## config.mk

```make
export PLATFORM = sky130hd
export DESIGN_NAME = snake_dir_ctrl_flat
export DESIGN_NICKNAME = d
export VERILOG_FILES = /design/src/rtl/snake_dir_if.sv /design/src/rtl/snake_dir_ctrl.sv /design/src/flat_wrapper.sv
export SDC_FILE = /design/constraint.sdc
export NUM_CORES = 1
export LEC_CHECK = 0
export CORE_UTILIZATION = 51
export DETAILED_ROUTE_END_ITERATION = 16
export GPL_ROUTABILITY_DRIVEN = 0
export PLACE_DENSITY = 0.75
export SETUP_SLACK_MARGIN = 0.2
export SLEW_MARGIN = 20
export SYNTH_ARGS = -nofsm -noshare
export SYNTH_HDL_FRONTEND = slang
export SYNTH_SLANG_ARGS = --single-unit
```

## constraint.sdc

```tcl
create_clock -name clk_ht -period 2.2 [get_ports clk_ht]
set_input_delay 0.44 -clock clk_ht [delete_from_list [all_inputs] [get_ports clk_ht]]
set_output_delay 0.44 -clock clk_ht [all_outputs]
set_load 0.005 [all_outputs]
```

## src/rtl/snake_dir_if.sv

```systemverilog
// snake_dir_if: control inputs and status outputs of the snake direction controller.
interface snake_dir_if;
    logic       clk_slow;
    logic [3:0] btn_in;
    logic       run;
    logic [1:0] speed;
    logic       tick;
    logic [3:0] btn_db;
    logic [1:0] dir;
    logic       step;
    modport master (output clk_slow, btn_in, run, speed, input tick, btn_db, dir, step);
    modport slave (input clk_slow, btn_in, run, speed, output tick, btn_db, dir, step);
endinterface

```

## src/rtl/snake_dir_ctrl.sv

```systemverilog
// snake_dir_ctrl: slow-clock tick, button debounce, direction arbitration and step pacing.
module snake_dir_ctrl #(
    parameter int DEB_TICKS  = 4,
    parameter int STEP_TICKS = 25
) (
    input logic        clk_ht,
    input logic        rst_n,
    snake_dir_if.slave bus
);
    localparam int DW = $clog2(DEB_TICKS) + 1;
    logic          s1, s2, s3, tick, step, req_v, accept;
    logic [3:0]    b1, b2, btn_db, btn_q, rise;
    logic [DW-1:0] deb_cnt [4];
    logic [1:0]    dir, pend, req, nxt_pend;
    logic [7:0]    cnt, p_raw, p;
    assign tick  = s2 & ~s3;
    assign rise  = btn_db & ~btn_q;
    assign req_v = |rise;
    assign req   = rise[3] ? 2'b00 : rise[2] ? 2'b01 : rise[1] ? 2'b10 : 2'b11;
    // opposite directions differ only in bit 0
    assign accept   = req_v && (req != dir) && ((req ^ dir) != 2'b01);
    assign nxt_pend = accept ? req : pend;
    assign p_raw    = 8'(STEP_TICKS) >> bus.speed;
    assign p        = (p_raw == 8'd0) ? 8'd1 : p_raw;
    always_ff @(posedge clk_ht) begin
        if (!rst_n) begin
            {s1, s2, s3} <= '0;
            b1           <= '0;
            b2           <= '0;
            btn_q        <= '0;
        end else begin
            {s1, s2, s3} <= {bus.clk_slow, s1, s2};
            b1           <= bus.btn_in;
            b2           <= b1;
            btn_q        <= btn_db;
        end
    end
    always_ff @(posedge clk_ht) begin
        if (!rst_n) begin
            btn_db <= '0;
            for (int i = 0; i < 4; i++) deb_cnt[i] <= '0;
        end else if (tick) begin
            for (int i = 0; i < 4; i++) begin
                if (b2[i] == btn_db[i]) begin
                    deb_cnt[i] <= '0;
                end else if (deb_cnt[i] == DW'(DEB_TICKS - 1)) begin
                    btn_db[i]  <= ~btn_db[i];
                    deb_cnt[i] <= '0;
                end else begin
                    deb_cnt[i] <= deb_cnt[i] + DW'(1);
                end
            end
        end
    end
    // a request accepted in the firing cycle is forwarded straight into dir
    always_ff @(posedge clk_ht) begin
        if (!rst_n) begin
            dir  <= 2'b11;
            pend <= 2'b11;
            cnt  <= '0;
            step <= 1'b0;
        end else begin
            pend <= nxt_pend;
            step <= 1'b0;
            if (tick && bus.run) begin
                if (cnt >= p - 8'd1) begin
                    cnt  <= '0;
                    dir  <= nxt_pend;
                    step <= 1'b1;
                end else begin
                    cnt <= cnt + 8'd1;
                end
            end
        end
    end
    assign bus.tick   = tick;
    assign bus.btn_db = btn_db;
    assign bus.dir    = dir;
    assign bus.step   = step;
endmodule

```

## src/flat_wrapper.sv

```systemverilog
// flat-port wrapper written by rule: the top's interface ports become plain ports
module snake_dir_ctrl_flat 
#(
    parameter int DEB_TICKS  = 4,
    parameter int STEP_TICKS = 25
)
  (clk_ht, rst_n, bus_clk_slow, bus_btn_in, bus_run, bus_speed, bus_tick, bus_btn_db, bus_dir, bus_step);
  snake_dir_if bus_i ();
  input logic clk_ht;
  input logic rst_n;
  input wire logic [$bits(bus_i.clk_slow)-1:0] bus_clk_slow;
  input wire logic [$bits(bus_i.btn_in)-1:0] bus_btn_in;
  input wire logic [$bits(bus_i.run)-1:0] bus_run;
  input wire logic [$bits(bus_i.speed)-1:0] bus_speed;
  output wire logic [$bits(bus_i.tick)-1:0] bus_tick;
  output wire logic [$bits(bus_i.btn_db)-1:0] bus_btn_db;
  output wire logic [$bits(bus_i.dir)-1:0] bus_dir;
  output wire logic [$bits(bus_i.step)-1:0] bus_step;
  assign bus_i.clk_slow = bus_clk_slow;
  assign bus_i.btn_in = bus_btn_in;
  assign bus_i.run = bus_run;
  assign bus_i.speed = bus_speed;
  assign bus_tick = bus_i.tick;
  assign bus_btn_db = bus_i.btn_db;
  assign bus_dir = bus_i.dir;
  assign bus_step = bus_i.step;
  snake_dir_ctrl #(.DEB_TICKS(DEB_TICKS), .STEP_TICKS(STEP_TICKS)) u_core (.clk_ht(clk_ht), .rst_n(rst_n), .bus(bus_i));
endmodule
```

; Word-level counts from Yosys, hierarchy flattened
; Memory sizes are Yosys's and may differ from the RTL's.
; Cells that the tools add are included.
[totals]
reg_bits = 32
ram_bits = 12
in_bits = 10
output_inout_bits = 8
mem_count = 1
[op_classes]
add_sub_neg = 6
order_cmp = 1
n_eq_ne = 10
n_shift = 1
n_mux = 76
bitwise = 25
n_reduce_logical = 11
[memory_table]
columns = name, words, width, rd, rd_ports_with_merged_regs, write_ports, line_no
row1 = u_core.deb_cnt, 4, 3, 4, 0, 4, snake_dir_ctrl.sv:13  ; logic [DW-1:0] deb_cnt [4];
[op_table]
columns = cell, n
row1 = two-way mux 1 bit, 59
row2 = two-way mux 3 bit, 12
row3 = two-way mux 8 bit, 2
row4 = "adder 3 x 1 -> 3 bit, second input constant", 4
row5 = "== test 3 x 2 -> 1 bit, second input constant", 4
row6 = OR 1 bit, 12
row7 = AND reduction 3 bit, 4
row8 = NOT 1 bit, 9
row9 = "adder 8 x 1 -> 8 bit, second input constant", 1
row10 = greater-or-equal comparator 8 bit, 1
row11 = zero test 8 bit, 1
row12 = "right shift 5 x 2 -> 8 bit, first input constant", 1
row13 = "subtractor 8 x 1 -> 8 bit, second input constant", 1
row14 = two-way mux 2 bit, 3
row15 = bitwise AND 4 bit, 1
row16 = == test 1 bit, 4
row17 = NOT 4 bit, 1
row18 = AND reduction 2 bit, 2
row19 = OR reduction 4 bit, 1
row20 = logical AND 1 bit, 3
row21 = "inequality test 2 x 1 -> 1 bit, second input constant", 1
row22 = inequality test 2 bit, 1
row23 = XOR 2 bit, 1
row24 = bitwise AND 1 bit, 1

; Depth between registers and ports, before layout
[depth]
depth_word = 9
depth_mapped = 9
ltp_nobuf = 9

; Least setup slack after synthesis
; Ideal clock, no wire load.
[synth_timing]
path_type = input to register
start = input port bus_speed[0]
end = register u_core.dir[1], in the netlist u_core.bus.dir[1]
setup_ns = 0.121
arrival_time_ns = 2.115
required_ns = 2.079
slack_ns = -0.036
path_stages = 8
path_cell_list = inv_1 > ha_1 > ha_1 > nand2b_4 > a2111oi_4 > nor3_2 > a21oi_2 > mux2_2
[synth_between]
elab_chain_cells = 6
[synth_rtl]
columns = item, line_no
row1 = from (decl), flat_wrapper.sv:14  ; input wire logic [$bits(bus_i.speed)-1:0] bus_speed;
row2 = right shift 5 x 2 -> 8 bit (*), snake_dir_ctrl.sv:23  ; assign p_raw = 8'(STEP_TICKS) >> bus.speed;
row3 = zero test 8 bit, snake_dir_ctrl.sv:24  ; assign p = (p_raw == 8'd0) ? 8'd1 : p_raw;
row4 = two-way mux 8 bit (*), snake_dir_ctrl.sv:24
row5 = subtractor 8 x 1 -> 8 bit (*), snake_dir_ctrl.sv:66  ; if (cnt >= p - 8'd1) begin
row6 = greater-or-equal comparator 8 bit (*), snake_dir_ctrl.sv:66
row7 = AND reduction 2 bit (no line) (*), -
row8 = to (signal assigned), snake_dir_ctrl.sv:68  ; dir <= nxt_pend;
row9 = to (decl), snake_dir_ctrl.sv:14  ; logic [1:0] dir, pend, req, nxt_pend;
; Mark *: on every way between the ends. The rest lies on a longest branch, timed or not.
; A chain may end at the register's enable or synchronous reset.

; Worst setup path in the final report
; Same ends and word-level chain as after synthesis.

==> run metrics <==
Total GRT Usage=21.54%; CP endpoint kind=flip-flop; net switching power figure=0.3306 mW; Synth Cell Area=0.002056 sq mm; number of global-route vias before repair=1474; Finished Cell Area=0.002595 sq mm; maxcap violations=0; Final Critical Period=2112 ps; initial antenna violation count=0; Post-DRT Antenna Nets=0; setup TNS=0 ps; routed len/inst=13.65 microns; cell internal pwr=1.146 mW; Mapped Cells=201; worst clock skew=6.593 ps; VDD IR-drop max=440.0 uV; HPWL Detailed=2829 microns; clock network power share=31.9%; # setup viols final=0; crit path DAT=2300 ps; area leader, netlist=dfxtp_1; top_reg_cell synth=dfxtp_1; clk_lat worst skew=300 ps; Final Hold Vio Count=0; final wirelength=3878 microns; P&R area growth vs syn=26.23%; RSZ-0062 raised after global routing=yes; Port Buffers=17; Min Hold Slack=436.0 ps; most frequent cell after synthesis=dfxtp_1; sw frac=22.40%; # diodes=0; Area contributors post-synth=dfxtp_1, edfxtp_1, ha_1; Synth warnings=0; FF+latch count, synth=44; Async S/R FF share, synth=0%; Avg Vias per Cell=4.986; part of the power in registers=58.3%; first-pass GRT wire length=6720 microns; die area=0.004289 sq mm; DRC viols=0; Final Cycle Share=96.01%; site row count=22; largest net degree at the start of global routing=14; htree depth=2; clock root cell=clkbuf_8; HP Class=flip-flop to flip-flop; ratio of cells with drive above 1 in the final layout=18.64%; core region area=0.003771 sq mm; Leakage=1.046 nW; initial DRC count=50; grt ovf=0; crit path kind=input port to flip-flop; top-level port count=18; outcome=complete, no violations; Post-synth top cells=dfxtp_1, nor2_1, ha_1, inv_1, and2_1; library cells used by synthesis=39; CTS buffer count=5; Fmax=473.4 MHz; Critical Path Fanout Max=3; # clock sinks=44; TritonCTS clock tree=yes; die width=65.49 microns; EDFF count, synth=12; Initial Util=54.51%; Die H=65.49 microns; Power Density=568.8 mW/mm^2; final slew viol count=0; Final nets=267; Critical Path RT=2390 ps; maximum root-to-sink buffer count=2; clock-pin slew on the worst setup and hold paths=80 ps; routed via count=1416; Initial DRT Pass Iterations=4; # hold bufs at CTS=0; cell area after placement=0.002392 sq mm; sequential element share of the synthesized area=48.69%; Mean Syn Cell Area=10.23 sq um; Startpoint Class=input port; post-synth top area share=31.16%; Gate power share=9.8%
==> per-layer routing <==
layer | track usage (%) | routed length [microns]
met5 | 0 | 0
met1 | 24.20 | 1679
met2 | 37.11 | 1971
met3 | 7.118 | 132
met4 | 8.967 | 95
==> stage by stage <==
stage | power, mW | setup slack, ps | instances | util, %
final | 1.476 | 87.79 | 284 | 68.81
after global routing | 1.537 | 42.53 | 284 | 68.81
after CTS | 1.480 | 123.7 | 284 | 67.09
after detailed placement | 1.003 | -645.1 | 273 | 63.44
after global placement | 0.9932 | -516.3 | 273 | 63.44
after floorplan | 0.9528 | 176.3 | 203 | -
==> flip-flops by register name (all words and copies together), names as in the netlist <==
signal	flops
u_core.pend	2
u_core.bus.dir	2
u_core.cnt	8
u_core.bus.step	1
u_core.deb_cnt	12
u_core.s2	1
u_core.b2	4
u_core.btn_q	4
u_core.b1	4
u_core.s1	1
u_core.bus.btn_db	4
u_core.s3	1
==> layout by cell type, fill, tap and decap left out, types with 2 or more instances in the layout <==
cell | Yosys | final
ha_1 | 22 | 17
clkbuf_8 | 0 | 5
inv_1 | 18 | 16
ha_4 | 0 | 5
nor2_1 | 26 | 18
dfxtp_1 | 32 | 32
mux2_4 | 0 | 2
and2_1 | 15 | 15
nand3_1 | 5 | 5
conb_1 | 1 | 3
nand4_1 | 2 | 2
nor3_1 | 3 | 3
clkdlybuf4s50_1 | 0 | 15
nand2b_1 | 6 | 6
clkbuf_1 | 2 | 2
nand2_1 | 13 | 13
edfxtp_1 | 12 | 12
o21ai_0 | 3 | 2
nor2_4 | 0 | 4
buf_6 | 0 | 3
xnor2_1 | 8 | 8
or3_1 | 4 | 4
xor2_1 | 3 | 3
nor2_2 | 0 | 4
buf_4 | 1 | 10
o21ai_1 | 1 | 2
a21oi_1 | 5 | 5
==> worst max-delay path: stages <==
cell,delay [ps]
buf_6,90
buf_8,130
buf_6,110
ha_4,150
nor2_4,110
ha_4,210
a2111oi_4,410
nor3_2,110
a21oi_2,210
mux2_4,320
==> worst paths after layout <==
check / cells past startpoint / start / to / slack, ps
worst max-delay path: 10 / bus_speed[0] / u_core.bus.dir[1] / 90
worst min-delay path: 1 / u_core.b1[0] / u_core.b2[0] / 440
worst max register to register: 7 / u_core.cnt[0] / u_core.bus.dir[1] / 210
worst min register to register: 1 / u_core.b1[0] / u_core.b2[0] / 440
==> power by group through the flow <==
| stage | Combinational, mW | Sequential, mW | Clock, mW |
|---|---|---|---|
| after floorplan | 0.0772 | 0.876 | 0 |
| after global placement | 0.116 | 0.877 | 0 |
| after detailed placement | 0.124 | 0.879 | 0 |
| after CTS | 0.135 | 0.860 | 0.485 |
| after global routing | 0.161 | 0.862 | 0.514 |
| final | 0.144 | 0.860 | 0.472 |
==> what timing repair did <==
item                       4_1_cts  5_1_grt
setup buffers                    3        0
gates cloned                     0        0
resized for setup               17       16
setup endpoints to repair       11       11
pin swaps                        6       14
==> final cells by class <==
cell class	count	area (sq um)
tap	48	60.06
inverter	19	91.34
multi-input combinational	136	1089
sequential	44	1001
timing repair buffer	29	274.0
clock buffer	7	76.32
fill	280	1176
clock inverter	1	3.754
==> kinds of logic after synthesis <==
logic type      after synthesis  synth area share, %
compound gates               18                7.426
xor+xnor                     11                4.687
fa+ha+maj                    22                13.39
buf+inv                      23                4.443
flops                        44                48.69
mux                           3                1.582
other cells                   1               0.1824
simple gates                 79                19.60
No activity file was read; power rests on OpenSTA's default activity.
